### src/rtl/exfifo_pkt_ctrl.sv
// ---------------------------------------------------------------------------
// exfifo_pkt_ctrl
//
// Packet sequencer between the host exchange FIFOs and the control CPU.
// A fixed-size command packet is popped from the inbound (show-ahead) FIFO
// into a local command buffer. The CPU reads it through a registered,
// word-addressed port and acknowledges it. The CPU then fills a local
// response buffer and requests transmission. The response packet is then
// streamed into the outbound FIFO. Only one packet is ever in flight.
//
// Ports
//   clk, reset           single clock, synchronous active-high reset
//   exfifo_if_d          inbound FIFO data (valid while rdempty=0)
//   exfifo_if_rdempty    inbound FIFO empty
//   exfifo_if_rd         inbound pop strobe (combinational)
//   exfifo_of_d          outbound FIFO data (combinational from rsp buffer)
//   exfifo_of_wrfull     outbound FIFO full
//   exfifo_of_wr         outbound write strobe (combinational)
//   exfifo_rst           CPU flush request, level sensitive
//   cmd_rdy              complete command packet held in buffer
//   cmd_addr / cmd_data  command buffer read port, 1-cycle latency
//   cmd_ack              pulse: command consumed
//   rsp_we/addr/wdata    response buffer write port (ignored during TX)
//   rsp_send             pulse: transmit the response packet
//   busy                 sequencer not idle
//   pkt_cnt              completed response packets, wraps
// ---------------------------------------------------------------------------
module exfifo_pkt_ctrl #(
  parameter int PKT_WORDS = 16,
  parameter int DW        = 32,
  localparam int AW       = $clog2(PKT_WORDS)
) (
  input  logic          clk,
  input  logic          reset,
  input  logic [DW-1:0] exfifo_if_d,
  input  logic          exfifo_if_rdempty,
  output logic          exfifo_if_rd,
  output logic [DW-1:0] exfifo_of_d,
  input  logic          exfifo_of_wrfull,
  output logic          exfifo_of_wr,
  input  logic          exfifo_rst,
  output logic          cmd_rdy,
  input  logic [AW-1:0] cmd_addr,
  output logic [DW-1:0] cmd_data,
  input  logic          cmd_ack,
  input  logic          rsp_we,
  input  logic [AW-1:0] rsp_addr,
  input  logic [DW-1:0] rsp_wdata,
  input  logic          rsp_send,
  output logic          busy,
  output logic [15:0]   pkt_cnt
);

  typedef enum logic [2:0] {
    ST_IDLE     = 3'd0,
    ST_RX       = 3'd1,
    ST_CMD_WAIT = 3'd2,
    ST_RSP_WAIT = 3'd3,
    ST_TX       = 3'd4
  } state_t;

  localparam logic [AW-1:0] LAST_IDX = AW'(PKT_WORDS - 1);
  localparam logic [AW-1:0] IDX_ZERO = AW'(0);
  localparam logic [AW-1:0] IDX_ONE  = AW'(1);

  // Sequencer state and registered outputs
  state_t        state_q,    state_d;
  logic [AW-1:0] rx_idx_q,   rx_idx_d;
  logic [AW-1:0] tx_idx_q,   tx_idx_d;
  logic          cmd_rdy_q,  cmd_rdy_d;
  logic          busy_q,     busy_d;
  logic [15:0]   pkt_cnt_q,  pkt_cnt_d;
  logic [DW-1:0] cmd_data_q, cmd_data_d;

  // Packet buffers; deliberately not reset (plain storage)
  logic [DW-1:0] rx_buf_q  [PKT_WORDS];
  logic [DW-1:0] rsp_buf_q [PKT_WORDS];

  // Qualified FIFO handshakes and response-buffer write enable
  logic pop;
  logic push;
  logic rsp_wr_en;

  // FIFO strobes: a flush (or reset) forces both strobes low in the same cycle
  always_comb begin
    pop       = 1'b0;
    push      = 1'b0;
    rsp_wr_en = rsp_we && (state_q != ST_TX);
    if (reset || exfifo_rst) begin
      pop  = 1'b0;
      push = 1'b0;
    end else begin
      pop  = (state_q == ST_RX) && !exfifo_if_rdempty;
      push = (state_q == ST_TX) && !exfifo_of_wrfull;
    end
  end

  // Next-state and next-output computation
  always_comb begin
    state_d    = state_q;
    rx_idx_d   = rx_idx_q;
    tx_idx_d   = tx_idx_q;
    pkt_cnt_d  = pkt_cnt_q;
    cmd_data_d = rx_buf_q[cmd_addr];

    if (exfifo_rst) begin
      // Flush abandons whatever is in progress; counters and buffers survive
      state_d  = ST_IDLE;
      rx_idx_d = IDX_ZERO;
      tx_idx_d = IDX_ZERO;
    end else begin
      case (state_q)
        ST_IDLE: begin
          rx_idx_d = IDX_ZERO;
          if (!exfifo_if_rdempty) begin
            state_d = ST_RX;
          end else begin
            state_d = ST_IDLE;
          end
        end

        ST_RX: begin
          if (pop) begin
            rx_idx_d = rx_idx_q + IDX_ONE;
            if (rx_idx_q == LAST_IDX) begin
              state_d = ST_CMD_WAIT;
            end else begin
              state_d = ST_RX;
            end
          end else begin
            state_d = ST_RX;
          end
        end

        ST_CMD_WAIT: begin
          // A rsp_send arriving together with cmd_ack is intentionally dropped
          if (cmd_ack) begin
            state_d = ST_RSP_WAIT;
          end else begin
            state_d = ST_CMD_WAIT;
          end
        end

        ST_RSP_WAIT: begin
          if (rsp_send) begin
            state_d  = ST_TX;
            tx_idx_d = IDX_ZERO;
          end else begin
            state_d = ST_RSP_WAIT;
          end
        end

        ST_TX: begin
          if (push) begin
            tx_idx_d = tx_idx_q + IDX_ONE;
            if (tx_idx_q == LAST_IDX) begin
              state_d   = ST_IDLE;
              pkt_cnt_d = pkt_cnt_q + 16'd1;
            end else begin
              state_d = ST_TX;
            end
          end else begin
            state_d = ST_TX;
          end
        end

        default: begin
          state_d  = ST_IDLE;
          rx_idx_d = IDX_ZERO;
          tx_idx_d = IDX_ZERO;
        end
      endcase
    end

    // Status flags are registered copies of the next state
    cmd_rdy_d = (state_d == ST_CMD_WAIT);
    busy_d    = (state_d != ST_IDLE);
  end

  // Sequencer registers with synchronous reset
  always_ff @(posedge clk) begin
    if (reset) begin
      state_q    <= ST_IDLE;
      rx_idx_q   <= IDX_ZERO;
      tx_idx_q   <= IDX_ZERO;
      cmd_rdy_q  <= 1'b0;
      busy_q     <= 1'b0;
      pkt_cnt_q  <= 16'd0;
      cmd_data_q <= {DW{1'b0}};
    end else begin
      state_q    <= state_d;
      rx_idx_q   <= rx_idx_d;
      tx_idx_q   <= tx_idx_d;
      cmd_rdy_q  <= cmd_rdy_d;
      busy_q     <= busy_d;
      pkt_cnt_q  <= pkt_cnt_d;
      cmd_data_q <= cmd_data_d;
    end
  end

  // Command buffer fill from the inbound FIFO
  always_ff @(posedge clk) begin
    if (pop) begin
      rx_buf_q[rx_idx_q] <= exfifo_if_d;
    end
  end

  // Response buffer CPU writes; frozen while the packet is transmitted
  always_ff @(posedge clk) begin
    if (rsp_wr_en) begin
      rsp_buf_q[rsp_addr] <= rsp_wdata;
    end
  end

  assign exfifo_if_rd = pop;
  assign exfifo_of_wr = push;
  assign exfifo_of_d  = rsp_buf_q[tx_idx_q];
  assign cmd_rdy      = cmd_rdy_q;
  assign busy         = busy_q;
  assign pkt_cnt      = pkt_cnt_q;
  assign cmd_data     = cmd_data_q;

endmodule

### config.mk
export PLATFORM = sky130hd
export DESIGN_NAME = exfifo_pkt_ctrl
export DESIGN_NICKNAME = d
export VERILOG_FILES = /design/src/rtl/exfifo_pkt_ctrl.sv
export SDC_FILE = /design/constraint.sdc
export NUM_CORES = 1
export LEC_CHECK = 0
export CORE_MARGIN = 1.5
export CORE_UTILIZATION = 45
export DETAILED_ROUTE_END_ITERATION = 10
export PLACE_DENSITY = 0.62
export SYNTH_ARGS = -nofsm -noshare
export SYNTH_HDL_FRONTEND = slang
export SYNTH_SLANG_ARGS = --single-unit
### constraint.sdc
create_clock -name clk -period 14.1 [get_ports clk]
set_input_delay 4.23 -clock clk [delete_from_list [all_inputs] [get_ports clk]]
set_output_delay 4.23 -clock clk [all_outputs]
set_load 0.02 [all_outputs]
==> results of run 1 <==
metrics by stage:
stage / setup slack [ns] / cell area, um2 / hold WS (ns) / cells
finish: 3.18 / 47700 / 0.492 / 3557
global route: 3.00 / 47700 / 0.537 / 3556
CTS: 3.17 / 47700 / 0.493 / 3550
detailed placement: 3.17 / 44400 / 0.486 / 3354
global placement: 3.29 / 44400 / 0.465 / 3354
floorplan: 4.73 / 41100 / 0.479 / 2085
cells by family (layout without fill, tap and decap cells):
kind of cell    after synthesis  after routing  synth area share
other cells                   0              7                 0
simple gates                214            214            0.0252
mux                         371            371             0.133
compound gates              276            276            0.0465
fa+ha+maj                     6              6           0.00182
buf+inv                     125            414            0.0132
xor+xnor                      4              4          0.000852
flops                      1089           1089             0.779
sequential cells by signal, indices dropped and copies added (netlist names), named ones only:
name	cells
rx_idx_q	4
pkt_cnt	16
rsp_buf_q	512
cmd_data	32
busy	1
cmd_rdy	1
rx_buf_q	512
tx_idx_q	4
state_q	3
tightest hold or removal path, cell delays in order (launching register included):
cell	delay [ns]
dfxtp_1	0.32
o31ai_1	0.07
a21oi_1	0.06
worst max path at each step:
stage                from            to  slack, ns  cells past startpoint
3_3_place_gp        reset  exfifo_if_rd       3.29                      4
2_1_floorplan  exfifo_rst  exfifo_if_rd       4.73                      3
6_report            reset  exfifo_if_rd       3.18                      4
3_5_place_dp        reset  exfifo_if_rd       3.17                      4
4_1_cts             reset  exfifo_if_rd       3.17                      4
5_1_grt             reset  exfifo_if_rd       3.00                      4
synth_stat cells (10+ instances only):
| cell | count |
|---|---|
| edfxtp_1 | 1024 |
| mux2i_1 | 229 |
| a22oi_1 | 164 |
| mux4_2 | 142 |
| nand2_1 | 99 |
| dfxtp_1 | 65 |
| clkbuf_1 | 63 |
| buf_2 | 46 |
| o21ai_0 | 42 |
| nor2_1 | 37 |
| a21oi_1 | 21 |
| o22ai_1 | 18 |
| a221oi_1 | 14 |
| nor3_1 | 11 |
| or3_1 | 10 |
routing by layer:
metal,up-vias,part of all wire,GRT usage
met3,161,0.052,0.0339
met2,521,0.52,0.345
met5,-,0.00059,0
li1,8973,-,-
met4,8,0.024,0.0627
met1,10656,0.40,0.249
layout make-up:
cell class	instances	share of cell area
Antenna cell	7	0.000367
Clock buffer	157	0.0633
Clock inverter	39	0.00575
Inverter	8	0.000630
Multi-Input combinational cell	871	0.185
Sequential cell	1089	0.672
Tap cell	1176	0.0309
Timing Repair Buffer	210	0.0417
report_power, final:
part           total [mW]  switching (mW)  leakage (nW)  internal, mW
combinational       0.226           0.140          4.04        0.0867
clock                2.66            1.15          1.61          1.52
sequential           3.58         0.00942          9.76          3.57
total                6.46            1.30          15.4          5.17
==> results.cfg, run 1 <==
[sta]
max_freq_mhz = 91.6
period_share = 0.775
tightest_slew_ns = 1.07
finalSetupViolCount = 0
fin_skew_ns = 0.0164
relSlewSlack = 0.285
grt_setup_unrepaired = no
period_minus_slack_ns = 10.92
setup_tns_ns = 0
final-hold-violation-count = 0
maxSlewViolCount = 0

[yosys]
synth_nets = 2171
synth-seq-area-share = 0.779
synthesis.area_um2 = 41100
avgSynthCellArea_um2 = 19.7
synth_cell_types = 51
synth_top_area_share = 0.747
ys_warn_count = 0
synth_ff_type = edfxtp_1
async_flop_share = 0
syn_inst = 2085
synth_top_area_cell = edfxtp_1
synth_edf_count = 1024
synth.area.top_cells = edfxtp_1 (75%), mux4_2 (7.8%), mux2i_1 (5.6%)
ys_seq_elements = 1089

[power_and_ir_drop]
ir_worst_vdd_mv = 0.121
p_leak_nw = 15.4
p_total_mw = 6.46
p_per_area_nw_per_um2 = 136

[layout]
synthToLayoutAreaGrowth_pct = 15.9
finish.net_count = 2373
mostFrequentLayoutCell = edfxtp_1
seq_area_um2 = 32100
final_cell_mix = edfxtp_1 (1024), mux2i_1 (229), a22oi_1 (164)
multiInputGateArea_um2 = 8820
fillerInstances = 7064
fin_util = 0.528
drive_above_1_share = 0.163

[critical_path]
cp.arrival_ns = 6.69
r2r-end = rsp_buf_q[1][10]
critPathTopFamily = buffers and inverters
rrSetupSlack_ns = 11.30
path_class = in2out
cp-start-kind = primary input
worstReg2RegStart = state_q[1]
reg2reg_depth = 4
crit_path_max_incr_delay_ns = 0.82
cp_max_fo = 24
cp_data_required_time_ns = 9.87
endpoint_kind = output pin
crit_buf_inv = 2
cp_common_cell = clkdlybuf4s50_1
crit_path_top_delay_cell = clkdlybuf4s50_1
crit_chain = clkdlybuf4s50_1 > or2_2 > nor3_2 > clkdlybuf4s50_1

[clocking]
clock_latency_ns = 0.66
cts_hold_buffers = 0
cts_setup_buffers = 0
cts.sinks = 1089
cts_root_buf = clkbuf_16
numCtsBuffers = 107
cts_tree = built
htreeDepth = 3
clk_pin_slew_worst_paths_ns = 0.06
cts_max_path_buffers = 3
cts_resized = 0

[place]
gp_congestion = 0.782
dpl.hpwl_um = 44100
io_buffers = 163

[global_route]
grtUsageTotal = 0.197
grt_pass1_wl_um = 135000
antenna_found_initial = 11
grt_max_degree = 77
grt_pass1_vias = 20944
overflow = 0

[floorplan]
rows = 110
core_area_um2 = 90300
die_height_um = 305
initial_core_util = 0.456
pin_count = 164
die-width_um = 305
die_area_um2 = 93300

[drt]
drt_first_pass_iters = 5
drtAntennaViolNets = 0
vias_per_cell = 5.71
routedWlPerCell_um = 25.9
vias = 20319
drt_iter0_drc = 1803
wl_um = 92100
drc = 0

[min_path]
whs_endpoint = pkt_cnt[15]
min-delay-start = pkt_cnt[15]
holdPathStages = 2
hold_path_class = reg2reg

[job]
max_cap_viol_count = 0

[outcome]
outcome = finished clean
Note: power is estimated with default switching activity, not from simulation.
==> run 2: changes to the inputs <==
- clock period: 14.1 -> 11.2 ns (I/O delays scaled with it)
==> run 2 against run 1 <==
Against the previous run:
- sequential power rose by 26%
- clock-buffer cell count down 14
- clock power grew 35%
- global-route usage up 0.23 points
- clock skew grew 0.029 ns
- final area increased by 0.61%
- highest routed layer unchanged
==> results.cfg, run 2 (same netlist as run 1, synthesis figures left out) <==
[outcome]
outcome = finished clean

[floorplan]
rows = 110
core_area_um2 = 90300
die_height_um = 305
initial_core_util = 0.456
die-width_um = 305
die_area_um2 = 93300
pin_count = 164

[drt]
drc = 0
vias_per_cell = 5.73
drtAntennaViolNets = 0
drt_iter0_drc = 1676
wl_um = 93000
vias = 20437
drt_first_pass_iters = 5
routedWlPerCell_um = 26.1

[place]
gp_congestion = 0.779
dp.cells = 3355
place_area_um2 = 44400
dpl.hpwl_um = 44300
io_buffers = 163
dp_slack_ns = 2.01

[sta]
fin_skew_ns = 0.0452
relSlewSlack = 0.310
grt_setup_unrepaired = no
period_share = 0.824
setup_tns_ns = 0
maxSlewViolCount = 0
final-hold-violation-count = 0
period_minus_slack_ns = 9.23
hold-worst-slack_ns = 0.519
finalSetupViolCount = 0
tightest_slew_ns = 1.03
max_freq_mhz = 108
layout_setup_ws_ns = 1.97

[clocking]
clock_latency_ns = 0.70
htreeDepth = 3
cts_max_path_buffers = 3
numCtsBuffers = 109
cts_hold_buffers = 0
clk_pin_slew_worst_paths_ns = 0.06
cts_resized = 0
cts_tree = built
cts_setup_buffers = 0
cts_root_buf = clkbuf_16
cts.sinks = 1089

[global_route]
overflow = 0
grt_pass1_wl_um = 137000
antenna_found_initial = 7
grtUsageTotal = 0.199
met2_usage = 0.351
grt_max_degree = 110
grt_pass1_vias = 21064
busiest_layer = met2
use_met3 = 0.0388
gr-usage-met1 = 0.251

[critical_path]
reg2reg_depth = 5
endpoint_kind = output pin
r2r-end = rx_buf_q[1][10]
cp_data_required_time_ns = 7.84
path_class = in2out
worstReg2RegStart = state_q[1]
cp_common_cell = clkdlybuf4s50_1
crit_path_max_incr_delay_ns = 0.84
crit_chain = clkdlybuf4s50_1 > or2_2 > nor3_2 > clkdlybuf4s50_1
cp_max_fo = 24
worstSetupStartpoint = reset
crit_path_top_delay_cell = clkdlybuf4s50_1
cp.arrival_ns = 5.87
cp-start-kind = primary input
rrSetupSlack_ns = 8.46

[layout]
synthToLayoutAreaGrowth_pct = 16.6
design_area_um2 = 48000
finish.net_count = 2376
drive_above_1_share = 0.171
mostFrequentLayoutCell = edfxtp_1
stdcell_count = 3566
fin_util = 0.531
final_cell_mix = edfxtp_1 (1024), mux2i_1 (229), a22oi_1 (164)

[power_and_ir_drop]
p_total_mw = 8.37
ir_worst_vdd_mv = 0.142
p_leak_nw = 15.5
p_per_area_nw_per_um2 = 175

[min_path]
holdPathStages = 2
min-delay-start = pkt_cnt[1]
hold_path_class = reg2reg
whs_endpoint = pkt_cnt[1]

[job]
max_cap_viol_count = 0
-- run 2: cell types whose count changed in the layout (fill, tap and decap cells not counted), moves of 2 or more --
| cell | delta |
|---|---|
| clkinv_2 | +10 |
| clkbuf_1 | -9 |
| bufinv_16 | +7 |
| clkbuf_8 | -7 |
| clkinvlp_4 | +7 |
| diode_2 | -3 |
| clkbuf_16 | +2 |
| clkinv_16 | +2 |
-- run 2: area by class of cell --
type / instances / area [um2]
Timing Repair Buffer: 211 / 2010
Tap cell: 1176 / 1470
Clock inverter: 64 / 633
Sequential cell: 1089 / 32100
Fill cell: 7042 / 42300
Inverter: 8 / 30.0
Clock buffer: 143 / 2940
Antenna cell: 4 / 10.0
Multi-Input combinational cell: 871 / 8820
-- run 2: worst max path at each step --
stage                         to  slack, ns  cells past startpoint
floorplan           exfifo_if_rd       3.57                      3
global placement    exfifo_if_rd       2.11                      4
detailed placement  exfifo_if_rd       2.01                      4
CTS                 exfifo_if_rd       2.00                      4
global route        exfifo_if_rd       1.81                      4
finish              exfifo_if_rd       1.97                      4
-- run 2: per-layer routing --
layer / wire (um) / vias up
met3: 5590 / 148
met4: 1760 / 8
met2: 48700 / 580
met1: 36800 / 10721
met5: 55 / -
li1: - / 8980
-- run 2: critical path, delay by kind of cell --
| kind | cells | cell delay, ns |
|---|---|---|
| buffers and inverters | 2 | 1.53 |
| AND/OR/NAND/NOR | 2 | 0.98 |
-- run 2: power breakdown --
part	switching, mW	internal [mW]
Sequential	0.0112	4.49
Clock	1.52	2.06
Combinational	0.177	0.109
Total	1.71	6.66
